<file path="config.mk">
export PLATFORM = sky130hd
export DESIGN_NAME = if_id_stage
export DESIGN_NICKNAME = d
export VERILOG_FILES = /design/src/rtl/if_pkg.sv /design/src/rtl/sat_cntr.sv /design/src/rtl/if_id_stage.sv
export SDC_FILE = /design/constraint.sdc
export NUM_CORES = 1
export LEC_CHECK = 0
export ABC_AREA = 1
export CAP_MARGIN = 20
export CORE_MARGIN = 10
export CORE_UTILIZATION = 28
export CTS_CLUSTER_SIZE = 10
export DETAILED_ROUTE_END_ITERATION = 8
export GPL_TIMING_DRIVEN = 0
export PLACE_DENSITY = 0.61
export SETUP_SLACK_MARGIN = 0.02
export SYNTH_ARGS = -nofsm -noshare
export SYNTH_HDL_FRONTEND = slang
export SYNTH_SLANG_ARGS = --single-unit
</file>
<file path="constraint.sdc">
create_clock -name clk -period 2.43 [get_ports clk]
set_input_delay 0.243 -clock clk [delete_from_list [all_inputs] [get_ports clk]]
set_output_delay 0.243 -clock clk [all_outputs]
set_load 0.005 [all_outputs]
</file>
<file path="src/rtl/if_pkg.sv">
// rtl/if_pkg.sv - shared constants and types for the IF/ID stage
//
// Purpose : default word width, bubble encoding and counter width shared by
//           if_id_stage and its helpers, plus the instr_ID source enum.
// Ports   : none (package).

package if_pkg;

  localparam int            IF_DW        = 16;
  localparam logic [15:0]   IF_NOP_INSTR = 16'h0000;
  localparam int            IF_CNT_W     = 16;

  // Source of the word presented to decode this cycle.
  typedef enum logic [1:0] {
    SRC_MEM  = 2'd0,
    SRC_HOLD = 2'd1,
    SRC_NOP  = 2'd2
  } if_src_e;

endpackage

</file>
<file path="src/rtl/sat_cntr.sv">
// rtl/sat_cntr.sv - saturating up-counter with enable
//
// Purpose : counts cycles where en=1, sticks at all-ones, cleared by reset.
// Ports   : clk, rst_n (async, active-low), en (count this cycle),
//           count [W-1:0] (current value).

module sat_cntr #(
  parameter int W = 16
) (
  input  logic         clk,
  input  logic         rst_n,
  input  logic         en,
  output logic [W-1:0] count
);

  always_ff @(posedge clk or negedge rst_n) begin
    if (!rst_n) begin
      count <= '0;
    end else if (en && (count != {W{1'b1}})) begin
      count <= count + 1'b1;
    end
  end

endmodule

</file>
<file path="src/rtl/if_id_stage.sv">
// rtl/if_id_stage.sv - instruction fetch to decode stage
//
// Purpose : picks the word shown to decode (memory data, stall hold register
//           or NOP bubble), squashes wrong-path fetches after a taken
//           branch/jump, covers the boot cycle, and redirects words read by
//           LWI (movc) to the DM/WB side.
//           Optional build macro: IF_PERF_CNT_EN adds bubble/stall counters.
// Ports   : clk, rst_n (async, active-low)
//           stall_IM_ID        - hazard stall, PC and IM_ID hold
//           flow_change_ID_EX  - taken branch/jump resolved this cycle
//           LWI_instr_EX_DM    - PC hijacked for a movc data read
//           im_rdata [DW]      - instruction memory data (1-cycle latency)
//           instr_ID [DW]      - word to decode (combinational)
//           instr_vld_ID       - 0 when instr_ID is an injected NOP
//           movc_data_DM_WB    - word returned for LWI
//           movc_vld_DM_WB     - one-cycle pulse qualifying movc_data_DM_WB
//           bubble_cnt, stall_cnt [CNT_W] - IF_PERF_CNT_EN only

module if_id_stage
  import if_pkg::*;
#(
  parameter int            DW        = IF_DW,
  parameter logic [DW-1:0] NOP_INSTR = IF_NOP_INSTR
`ifdef IF_PERF_CNT_EN
  , parameter int          CNT_W     = IF_CNT_W
`endif
) (
  input  logic             clk,
  input  logic             rst_n,
  input  logic             stall_IM_ID,
  input  logic             flow_change_ID_EX,
  input  logic             LWI_instr_EX_DM,
  input  logic [DW-1:0]    im_rdata,
  output logic [DW-1:0]    instr_ID,
  output logic             instr_vld_ID,
  output logic [DW-1:0]    movc_data_DM_WB,
  output logic             movc_vld_DM_WB
`ifdef IF_PERF_CNT_EN
  , output logic [CNT_W-1:0] bubble_cnt
  , output logic [CNT_W-1:0] stall_cnt
`endif
);

  logic          hold_sel;
  logic [DW-1:0] hold_reg;
  logic          squash_pend;
  logic          boot;
  logic          lwi_d1;
  if_src_e       src_sel;

  // Source select. An LWI word that arrives outside a stall is never decoded;
  // under a stall the hold register masks it anyway.
  always_comb begin
    src_sel = SRC_MEM;
    if (boot || flow_change_ID_EX || squash_pend || (lwi_d1 && !hold_sel)) begin
      src_sel = SRC_NOP;
    end else if (hold_sel) begin
      src_sel = SRC_HOLD;
    end
  end

  always_comb begin
    instr_ID     = im_rdata;
    instr_vld_ID = 1'b1;
    case (src_sel)
      SRC_NOP: begin
        instr_ID     = NOP_INSTR;
        instr_vld_ID = 1'b0;
      end
      SRC_HOLD: instr_ID = hold_reg;
      default:  instr_ID = im_rdata;
    endcase
  end

  always_ff @(posedge clk or negedge rst_n) begin
    if (!rst_n) begin
      hold_sel        <= 1'b0;
      hold_reg        <= NOP_INSTR;
      squash_pend     <= 1'b0;
      boot            <= 1'b1;
      lwi_d1          <= 1'b0;
      movc_data_DM_WB <= '0;
      movc_vld_DM_WB  <= 1'b0;
    end else begin
      hold_sel    <= stall_IM_ID;
      boot        <= 1'b0;
      lwi_d1      <= LWI_instr_EX_DM;
      // A stall in the redirect cycle keeps the PC, so nothing needs squashing.
      squash_pend <= flow_change_ID_EX && !stall_IM_ID;
      // Tracks the shown word until a stall starts, then freezes on it.
      if (!hold_sel) begin
        hold_reg <= instr_ID;
      end
      movc_vld_DM_WB <= lwi_d1;
      if (lwi_d1) begin
        movc_data_DM_WB <= im_rdata;
      end
    end
  end

`ifdef IF_PERF_CNT_EN
  sat_cntr #(.W(CNT_W)) u_bubble_cnt (
    .clk   (clk),
    .rst_n (rst_n),
    .en    (!instr_vld_ID),
    .count (bubble_cnt)
  );

  sat_cntr #(.W(CNT_W)) u_stall_cnt (
    .clk   (clk),
    .rst_n (rst_n),
    .en    (stall_IM_ID),
    .count (stall_cnt)
  );
`endif

endmodule

</file>
======== Word level (Yosys, flattened, before mapping) ========
Cells that the tools add are included.
word-level totals
  flip-flop bits (word level) ............. 37
  bits of input ports ..................... 21
  output and inout port bits .............. 34
operators by class
  eq/ne operators ......................... 2
  mux-type cells .......................... 4
  reductions and logical operators ........ 7
operator list
  kind                  count
  $pmux W16 S2          1
  $logic_or A1 B1 Y1    3
  $eq A2 B1 Y1 const B  1
  $eq A2 B2 Y1 const B  1
  $logic_and A1 B1 Y1   2
  $logic_not A1 Y1      2
  $mux W1               2
  $mux W2               1

======== Longest topological paths before layout ========
Gate-level depths: netlist of run 1.
  depth in word-level cells ............... 6
  mapped depth ............................ 5

======== Worst setup path before layout of run 1 ========
Ideal clock, no wire load.
  kind .................................... reg-to-output
  start ................................... register hold_sel
  end ..................................... output instr_ID[12]
  arrival time ............................ 1005 ps
  data required time ...................... 2187 ps
  setup slack ............................. 1182 ps
  stages on the path, launching flop included .. 6
  path buffers ............................ 2
  path through ............................ dfrtp_1 > clkbuf_1 > inv_1 > nand4_4 > buf_6 > o21ai_1
between the ends
  cells in the longest elaborated chain, start to end .. 6
RTL lines
  what                                                 RTL line           RTL
  from (decl)                                          if_id_stage.sv:44  logic hold_sel;
  from (signal assigned)                               if_id_stage.sv:85  hold_sel <= stall_IM_ID;
  $logic_not A1 Y1                                     --
  $logic_and A1 B1 Y1                                  if_id_stage.sv:55  if (boot || flow_change_ID_EX || squash_pend || (lwi_d1 && !hold_sel)) begin
  $logic_or A1 B1 Y1                                   if_id_stage.sv:55
  $mux W2 (*)                                          if_id_stage.sv:55
  $eq A2 B1 Y1 / $eq A2 B2 Y1 (equally long branches)  if_id_stage.sv:65  case (src_sel)
  $pmux W16 S2 (*)                                     if_id_stage.sv:65
  to (decl)                                            if_id_stage.sv:34  output logic [DW-1:0] instr_ID,
Mark *: on every way between the ends. The rest lies on a longest branch, timed or not.

======== Final worst setup path of run 1 ========
  start ................................... input flow_change_ID_EX
  end ..................................... output instr_vld_ID
between the ends
  cells in the longest elaborated chain, start to end .. 6
RTL lines
  what                             RTL line           RTL
  from (decl)                      if_id_stage.sv:31  input logic flow_change_ID_EX,
  $logic_or A1 B1 Y1 (3 in a row)  if_id_stage.sv:55
  $mux W2                          if_id_stage.sv:55
  $eq A2 B2 Y1                     if_id_stage.sv:65
  $mux W1                          if_id_stage.sv:65
  to (decl)                        if_id_stage.sv:35  output logic instr_vld_ID,
Every way passes these cells.

==> impl_metrics.csv, run 1 <==
group,metric,value,unit
critical_path,required,2190,ps
power_and_ir_drop,p_sw,0.340,mW
sta,finalCriticalPeriod,2260,ps
detailed_routing,dr.pass1.iters,4,
power_and_ir_drop,seq_power_share,49.6,%
sta,setup_viol,0,
critical_path,crit_path_start_kind,"input pin",
clock_network,cts_buffers,5,
yosys,yosysTopAreaCellShare,53.0,%
detailed_routing,drtAntennaViolNets,0,
yosys,synth_cells,171,
placed_design,dpl.hpwl,3310,um
yosys,ys.warnings.count,0,
finish,nets,253,
die,start_util,28.7,%
power_and_ir_drop,p_total,1.35,mW
clock_network,post_cts_buffers,0,
yosys,synth_adder_area_share,0,%
power_and_ir_drop,comb_power_share,15.2,%
sta,period_share,93.0,%
yosys,synth_nets,192,
sta,fmax,0.443,GHz
sta,tightest_slew,821,ps
clock_network,postCtsHoldBufs,0,
power_and_ir_drop,ir_drop,0.000286,V
yosys,yosysSeqAreaShare,54.6,%
critical_path,r2r_cells,3,
finish,drive_gt1_share,21.0,%
yosys,yosys-top-cells-count,"dfrtp_1, nand2_1, o21ai_2",
detailed_routing,wire_per_inst,15.1,um
yosys,synthTopCellsByArea,"dfrtp_1, o21ai_2, nand2_1, nand4_1, o21ai_0",
sta,fin_skew,4.53,ps
yosys,synth_cell_types,17,
yosys,avgSynthCellArea,9.94,um^2
power_and_ir_drop,power.density,557,mW/mm^2
clock_network,cts.sink_count,37,
sta,setup_tns,0,ps
finish,syn_to_final_growth,43.1,%
global_route,antenna_found_initial,0,
finish,diodes,0,
clock_network,clock_latency,290,ps
sta,slew_viol_final,0,
sta,rsz0062_at_grt,"no",
die,rows,28,
power_and_ir_drop,p_int,1.01,mW
critical_path,cp.arrival,2020,ps
power_and_ir_drop,swShare,25.1,%
global_route,grt_pass1_vias,1500,
clock_network,root_buffer,"clkbuf_8",
clock_network,cts_resized,0,
die,die_area,0.00958,mm^2
yosys,yosysMostFrequentCell,"dfrtp_1",
yosys,synth_area,0.00170,mm^2
placed_design,gp_congestion,0.724,
die,core,0.00592,mm^2
detailed_routing,drt_iter0_markers,55,
yosys,synth_ff_type,"dfrtp_1",
clock_network,cts.path.max_buffers,2,
global_route,grt-ovfl-total,0,
detailed_routing,wl,4670,um
yosys,synth_top_family_by_area,"compound AO/OA/AOI/OAI gates",
critical_path,crit_path_max_fanout,10,
yosys,synth_compound_gate_area_share,20.6,%
placed_design,io_buffers,54,
critical_path,r2r-start,"lwi_d1",
power_and_ir_drop,power_frac_clock,35.2,%
global_route,grt_usage,10.2,%
die,fp.dieW,97.9,um
die,ioPinCount,55,
critical_path,rr_endpoint,"movc_data_DM_WB[9]",
detailed_routing,vias,1389,
hold_path,min_path_type,"in -> async",
die,fp.dieH,97.9,um
critical_path,worstSetupEndpoint,"instr_vld_ID",
status,status,"finished clean",
global_route,grt_max_degree,38,
critical_path,r2r_setup_slack,1120,ps
clock_network,tritoncts,"built",
yosys,ys_seq_elements,37,
yosys,async_flop_share,100,%
sta,relSlewSlack,45.2,%
clock_network,h-tree-depth,2,
global_route,grt_pass1_wl,7860,um
critical_path,critPathCaptureType,"output pin",
sta,hold_ws,41.5,ps
yosys,synth-edff-count,0,
yosys,synth_xor_area_share,0,%
job,maxCapViolCount,0,
clock_network,clkTransAtPathRegs,70,ps
sta,final-hold-violation-count,0,
critical_path,path_class,"in -> out",
yosys,synth_area_leader_cell,"dfrtp_1",
yosys,synthMuxAreaShare,0,%
yosys,synth_simple_gate_area_share,15.8,%
critical_path,crit_start,"flow_change_ID_EX",
detailed_routing,drc,0,
power_and_ir_drop,p_leak,1.07,nW
detailed_routing,via_per_inst,4.51,
cell type report:
type	count	area, um^2
inverters	20	75.1
fillers	621	3490
repair buffers	54	536
multi-input cells	102	623
plain buffers	12	75.1
clock buffers	7	96.3
clock inverters	1	5.00
flip-flops and latches	37	927
well taps	75	93.8
placed cells by master, fill, tap and decap left out, drive strengths merged:
| cell | count |
|---|---|
| a21oi | 1 |
| inv | 19 |
| clkdlybuf4s50 | 53 |
| nand2 | 33 |
| nand4 | 17 |
| o21ai | 48 |
| clkinv | 2 |
| conb | 1 |
| dfstp | 1 |
| buf | 9 |
| clkbuf | 11 |
| nor2 | 2 |
| dfrtp | 36 |
through the flow:
step                      worst slack, ps  instance area (um^2)  util, %  cells
after floorplan                      1180                  1700        -    171
after global placement                158                  2330     39.4    300
after detailed placement              161                  2330     39.3    300
after CTS                            87.8                  2430     41.0    308
after global routing                 77.0                  2430     41.1    308
final                                 171                  2430     41.1    308
worst min path at each step:
| stage | from | end | depth (start not counted) | slack, ps |
|---|---|---|---|---|
| after floorplan | rst_n | hold_reg[0] | 0 | -50 |
| after CTS | rst_n | movc_data_DM_WB[3] | 1 | 80 |
| after global routing | rst_n | movc_data_DM_WB[4] | 1 | 110 |
| final | rst_n | hold_reg[4] | 1 | 40 |
| after detailed placement | rst_n | movc_data_DM_WB[4] | 1 | 400 |
| after global placement | lwi_d1 | movc_vld_DM_WB | 0 | 410 |
routing by layer:
layer | up-vias | GRT usage (%) | wire, um
met2 | 38 | 15.5 | 2130
met4 | 0 | 4.36 | 85
met3 | 8 | 4.37 | 355
li1 | 697 | - | -
met5 | - | 0 | 0
met1 | 646 | 12.3 | 2100
critical path, cell delays in order:
cell and delay [ps]:
clkdlybuf4s50_1 510, nor2_8 230, buf_2 250, nand2_1 70, a21oi_1 170, clkdlybuf4s50_1 540
kinds of logic (layout without fill, tap and decap cells):
group	Yosys count	after routing
AO/OA/AOI/OAI	49	49
buffers and inverters	32	94
other	1	1
AND/OR/NAND/NOR	52	52
flip-flops	37	37
power by group through the flow:
stage	registers, mW	logic, mW	clock network [mW]
after floorplan	0.684	0.0754	0
after global placement	0.682	0.212	0
after detailed placement	0.683	0.211	0
after CTS	0.671	0.212	0.497
after global routing	0.677	0.230	0.525
final	0.671	0.206	0.476
(Power assumes the default switching activity.)
==> run 2: changes to the inputs <==
SLEW_MARGIN = 30   (was default)
==> run 2 against run 1 <==
  * Maximum frequency increased by 0.96%
  * Largest cell class unchanged
  * Sequential power about the same
  * Sequential share of layout area decreased by 0.47 points
  * Combinational power increased by 2%
  * Setup slack improved by 21 ps
  * Critical endpoint unchanged
  * Design area increased by 1.2%
  * First-iteration DRC count increased by 15%
  * Clock skew decreased by 3.2 ps
  * Non-clock buffer count increased by 2
  * Die area unchanged
==> impl_metrics.csv, run 2 (synthesized netlist as in run 1, its figures left out) <==
group,metric,value,unit
die,ioPinCount,55,
power_and_ir_drop,seq_power_share,49.3,%
sta,fmax,0.447,GHz
finish,nets,255,
detailed_routing,dr.pass1.iters,4,
finish,layout_commonest_cell,"clkdlybuf4s50_1",
die,core,0.00592,mm^2
hold_path,min_path_type,"in -> async",
critical_path,path_class,"in -> out",
finish,utilization,41.6,%
clock_network,tritoncts,"built",
placed_design,dpl.hpwl,3390,um
clock_network,post_cts_buffers,0,
finish,diodes,0,
global_route,grt_max_degree,27,
critical_path,cpMaxStageDelayCell,"clkdlybuf4s50_1",
detailed_routing,vias,1394,
power_and_ir_drop,p_int,1.02,mW
detailed_routing,drt_iter0_markers,63,
placed_design,place_ws,172,ps
sta,fin_ws,192,ps
sta,setup_viol,0,
placed_design,io_buffers,54,
clock_network,clock_latency,290,ps
critical_path,timing.critical_path.buf_inv,3,
power_and_ir_drop,p_leak,1.09,nW
sta,fin_skew,1.38,ps
finish,syn_to_final_growth,44.8,%
global_route,grt-ovfl-total,0,
sta,finalCriticalPeriod,2240,ps
sta,rsz0062_at_grt,"no",
global_route,grt_pass1_vias,1490,
critical_path,required,2190,ps
critical_path,path_cells,"clkdlybuf4s50_1 > nor2_8 > buf_2 > nand2_1 > a21oi_1 > clkdlybuf4s50_1",
power_and_ir_drop,ir_drop,0.000256,V
power_and_ir_drop,swShare,25.3,%
sta,slew_viol_final,0,
power_and_ir_drop,comb_power_share,15.4,%
clock_network,cts.sink_count,37,
global_route,antenna_found_initial,0,
sta,hold_ws,368,ps
die,fp.dieW,97.9,um
clock_network,clkTransAtPathRegs,70,ps
critical_path,critPathTopFamily,"buffers and inverters",
critical_path,crit_path_start_kind,"input pin",
critical_path,critPathCaptureType,"output pin",
finish,layout_common_cells,"clkdlybuf4s50_1, dfrtp_1, nand2_1, o21ai_2, inv_1",
sta,final-hold-violation-count,0,
sta,setup_tns,0,ps
critical_path,cp.arrival,1990,ps
job,maxCapViolCount,0,
finish,drive_gt1_share,21.3,%
detailed_routing,wire_per_inst,15.1,um
power_and_ir_drop,p_sw,0.344,mW
die,rows,28,
detailed_routing,wl,4680,um
critical_path,slowest_delay,540,ps
sta,period_share,92.1,%
status,status,"finished clean",
power_and_ir_drop,power_frac_clock,35.3,%
clock_network,h-tree-depth,2,
clock_network,root_buffer,"clkbuf_8",
clock_network,cts_buffers,5,
die,die_area,0.00958,mm^2
clock_network,cts.path.max_buffers,2,
die,start_util,28.7,%
detailed_routing,drtAntennaViolNets,0,
power_and_ir_drop,power.density,553,mW/mm^2
global_route,grt_pass1_wl,7870,um
detailed_routing,drc,0,
detailed_routing,via_per_inst,4.50,
global_route,grt_usage,10.1,%
critical_path,crit_path_max_fanout,10,
placed_design,gp_congestion,0.724,
critical_path,crit_path_frequent_cell,"clkdlybuf4s50_1",
die,fp.dieH,97.9,um
run 2: cell types whose count changed in the layout (fill, tap and decap cells not counted):
cell           previous run  this run
buf_12                    0         1
dlygate4sd3_1             0         1
run 2: path summary, 6_finish.rpt:
kind	start	endpoint	slack [ps]	cells after the start
min in group clk	LWI_instr_EX_DM	lwi_d1	390	1
hold / removal	rst_n	movc_data_DM_WB[4]	370	2
max in group asynchronous	rst_n	boot	1560	3
setup reg to reg	lwi_d1	movc_data_DM_WB[9]	1130	3
hold reg to reg	lwi_d1	movc_vld_DM_WB	420	0
setup / recovery	flow_change_ID_EX	instr_vld_ID	190	6
run 2: final cells by class:
type                       instances  area [um^2]
tap                               75         93.8
inverter                          20         75.1
clock inverter                     1         5.00
buffer                            12         75.1
timing repair buffer              56          566
multi-input combinational        102          623
clock buffer                       7         96.3
sequential                        37          927
fill                             624         3460
run 2: stage by stage:
stage / power, mW / area (um^2) / instances
2_1_floorplan: 0.760 / 1700 / 171
3_3_place_gp: 0.893 / 2330 / 300
3_5_place_dp: 0.898 / 2350 / 301
4_1_cts: 1.38 / 2460 / 310
5_1_grt: 1.44 / 2460 / 310
6_report: 1.36 / 2460 / 310
run 2: power by group through the flow:
stage	sequential, mW	combinational, mW	clock (mW)
3_5_place_dp	0.683	0.214	0
2_1_floorplan	0.684	0.0754	0
6_report	0.671	0.210	0.480
4_1_cts	0.672	0.217	0.497
3_3_place_gp	0.682	0.212	0
5_1_grt	0.677	0.235	0.524
run 2: repair_timing:
action | 4_1_cts | 5_1_grt
resized for setup | 0 | 2
hold buffers | 1 | 0
endpoints found under the hold margin | 11 | 0
endpoints found under the setup margin | 0 | 1
run 2: routing by layer:
metal	track usage, %	part of all wire (%)	routed length [um]
met5	0	0	0
met1	12.5	45	2080
met2	15.2	46	2130
met3	4.79	8.4	394
met4	3.36	1.3	63
==> run 3: changes to the inputs <==
CTS_CLUSTER_DIAMETER = 100   (was default)
PLACE_DENSITY = default   (was 0.61)
PLACE_DENSITY_LB_ADDON = 0.05   (was default)
==> run 3 against run 2 <==
  * Wire length increased by 2.9%
  * Combinational power about the same
  * Final cell count stayed put
  * Die area is the same
  * Largest cell class unchanged
  * Sequential power hardly changed
  * Clock power is 13% lower
  * Register-to-register slack barely moved
  * Clock skew rose by 4.3 ps
  * Non-clock buffer count unchanged
  * Critical path type unchanged
  * Highest routed layer unchanged
  * Critical path depth is the same
  * Total power down 4.5%
  * Largest power group unchanged
==> impl_metrics.csv, run 3 (synthesized netlist as in run 1, its figures left out) <==
group,metric,value,unit
clock_network,cts_buffers,5,
critical_path,rr_endpoint,"movc_data_DM_WB[8]",
power_and_ir_drop,p_leak,1.08,nW
critical_path,crit_path_max_fanout,10,
global_route,grt_max_degree,23,
sta,fmax,0.450,GHz
clock_network,tritoncts,"built",
sta,setup_viol,0,
detailed_routing,via_per_inst,4.67,
finish,drive_gt1_share,21.3,%
placed_design,dpl.hpwl,3510,um
detailed_routing,drt_iter0_markers,43,
die,rows,28,
die,ioPinCount,55,
status,status,"finished clean",
detailed_routing,vias,1449,
global_route,grt_usage,10.3,%
critical_path,worstSetupEndpoint,"instr_ID[12]",
sta,fin_ws,206,ps
power_and_ir_drop,power.density,530,mW/mm^2
die,start_util,28.7,%
finish,diodes,0,
critical_path,crit_start,"flow_change_ID_EX",
global_route,antenna_found_initial,0,
placed_design,io_buffers,54,
detailed_routing,wl,4810,um
detailed_routing,drtAntennaViolNets,0,
die,fp.dieW,97.9,um
critical_path,crit_path_start_kind,"input pin",
sta,finalCriticalPeriod,2220,ps
finish,nets,255,
critical_path,required,2190,ps
critical_path,cp.arrival,1980,ps
clock_network,h-tree-depth,2,
clock_network,cts.sink_count,37,
sta,period_share,91.5,%
sta,setup_tns,0,ps
sta,hold_ws,403,ps
finish,layout_commonest_cell,"clkdlybuf4s50_1",
clock_network,cts.path.max_buffers,2,
global_route,grt_pass1_vias,1543,
hold_path,min_path_type,"in -> reg",
finish,syn_to_final_growth,44.4,%
power_and_ir_drop,ir_drop,0.000191,V
sta,slew_viol_final,0,
job,maxCapViolCount,0,
sta,rsz0062_at_grt,"no",
placed_design,place_ws,180,ps
critical_path,r2r_setup_slack,1120,ps
die,core,0.00592,mm^2
detailed_routing,drc,0,
critical_path,path_class,"in -> out",
die,die_area,0.00958,mm^2
global_route,grt-ovfl-total,0,
critical_path,r2r_cells,3,
finish,layout_common_cells,"clkdlybuf4s50_1, dfrtp_1, nand2_1, o21ai_2, inv_1",
critical_path,r2r-start,"lwi_d1",
clock_network,clkTransAtPathRegs,70,ps
detailed_routing,dr.pass1.iters,4,
sta,fin_skew,5.70,ps
critical_path,critPathCaptureType,"output pin",
die,fp.dieH,97.9,um
sta,final-hold-violation-count,0,
clock_network,root_buffer,"clkbuf_8",
global_route,grt_pass1_wl,7990,um
placed_design,gp_congestion,0.762,
clock_network,clock_latency,290,ps
detailed_routing,wire_per_inst,15.5,um
finish,utilization,41.4,%
## run 3: worst min path at each step
stage                               start            endpoint  depth (start not counted)
final                     LWI_instr_EX_DM              lwi_d1                          1
after global routing      LWI_instr_EX_DM              lwi_d1                          1
after CTS                 LWI_instr_EX_DM              lwi_d1                          1
after detailed placement            rst_n  movc_data_DM_WB[2]                          1
after global placement             lwi_d1      movc_vld_DM_WB                          0
after floorplan                     rst_n         hold_reg[0]                          0
## run 3: timing repair
item	in CTS	in global routing
endpoints found under the setup margin	0	6
endpoints found under the hold margin	15	0
resized for setup	0	2
buffers inserted	0	0
hold buffers	1	0
## run 3: per-layer routing
layer / vias to the layer above / routed length [um] / track usage, %
li1: 699 / - / -
met1: 694 / 2100 / 12.3
met2: 50 / 2250 / 15.9
met3: 6 / 421 / 4.93
met4: 0 / 44 / 3.02
met5: - / 0 / 0
## run 3: power by group
part	leakage (nW)	switching (mW)	internal, mW
Combinational	0.562	0.103	0.110
Clock	0.0439	0.218	0.198
Sequential	0.473	0.0202	0.653
Total	1.08	0.341	0.960
## run 3: layout make-up
class / count / area, um^2
fillers: 598 / 3470
flip-flops and latches: 37 / 927
inverters: 20 / 75.1
repair buffers: 56 / 573
clock buffers: 5 / 68.8
plain buffers: 12 / 75.1
clock inverters: 3 / 17.5
multi-input cells: 102 / 623
well taps: 75 / 93.8
## run 3: per-stage QoR
step | power, mW | cells | area (um^2)
final | 1.30 | 310 | 2450
after global placement | 0.894 | 300 | 2330
after global routing | 1.37 | 310 | 2450
after CTS | 1.32 | 310 | 2450
after floorplan | 0.760 | 171 | 1700
after detailed placement | 0.900 | 301 | 2360
## run 3: critical path: stages
cell,delay (ps)
clkdlybuf4s50_1,510
nor2_8,230
nand4_4,150
buf_6,200
o21ai_1,130
clkdlybuf4s50_1,530
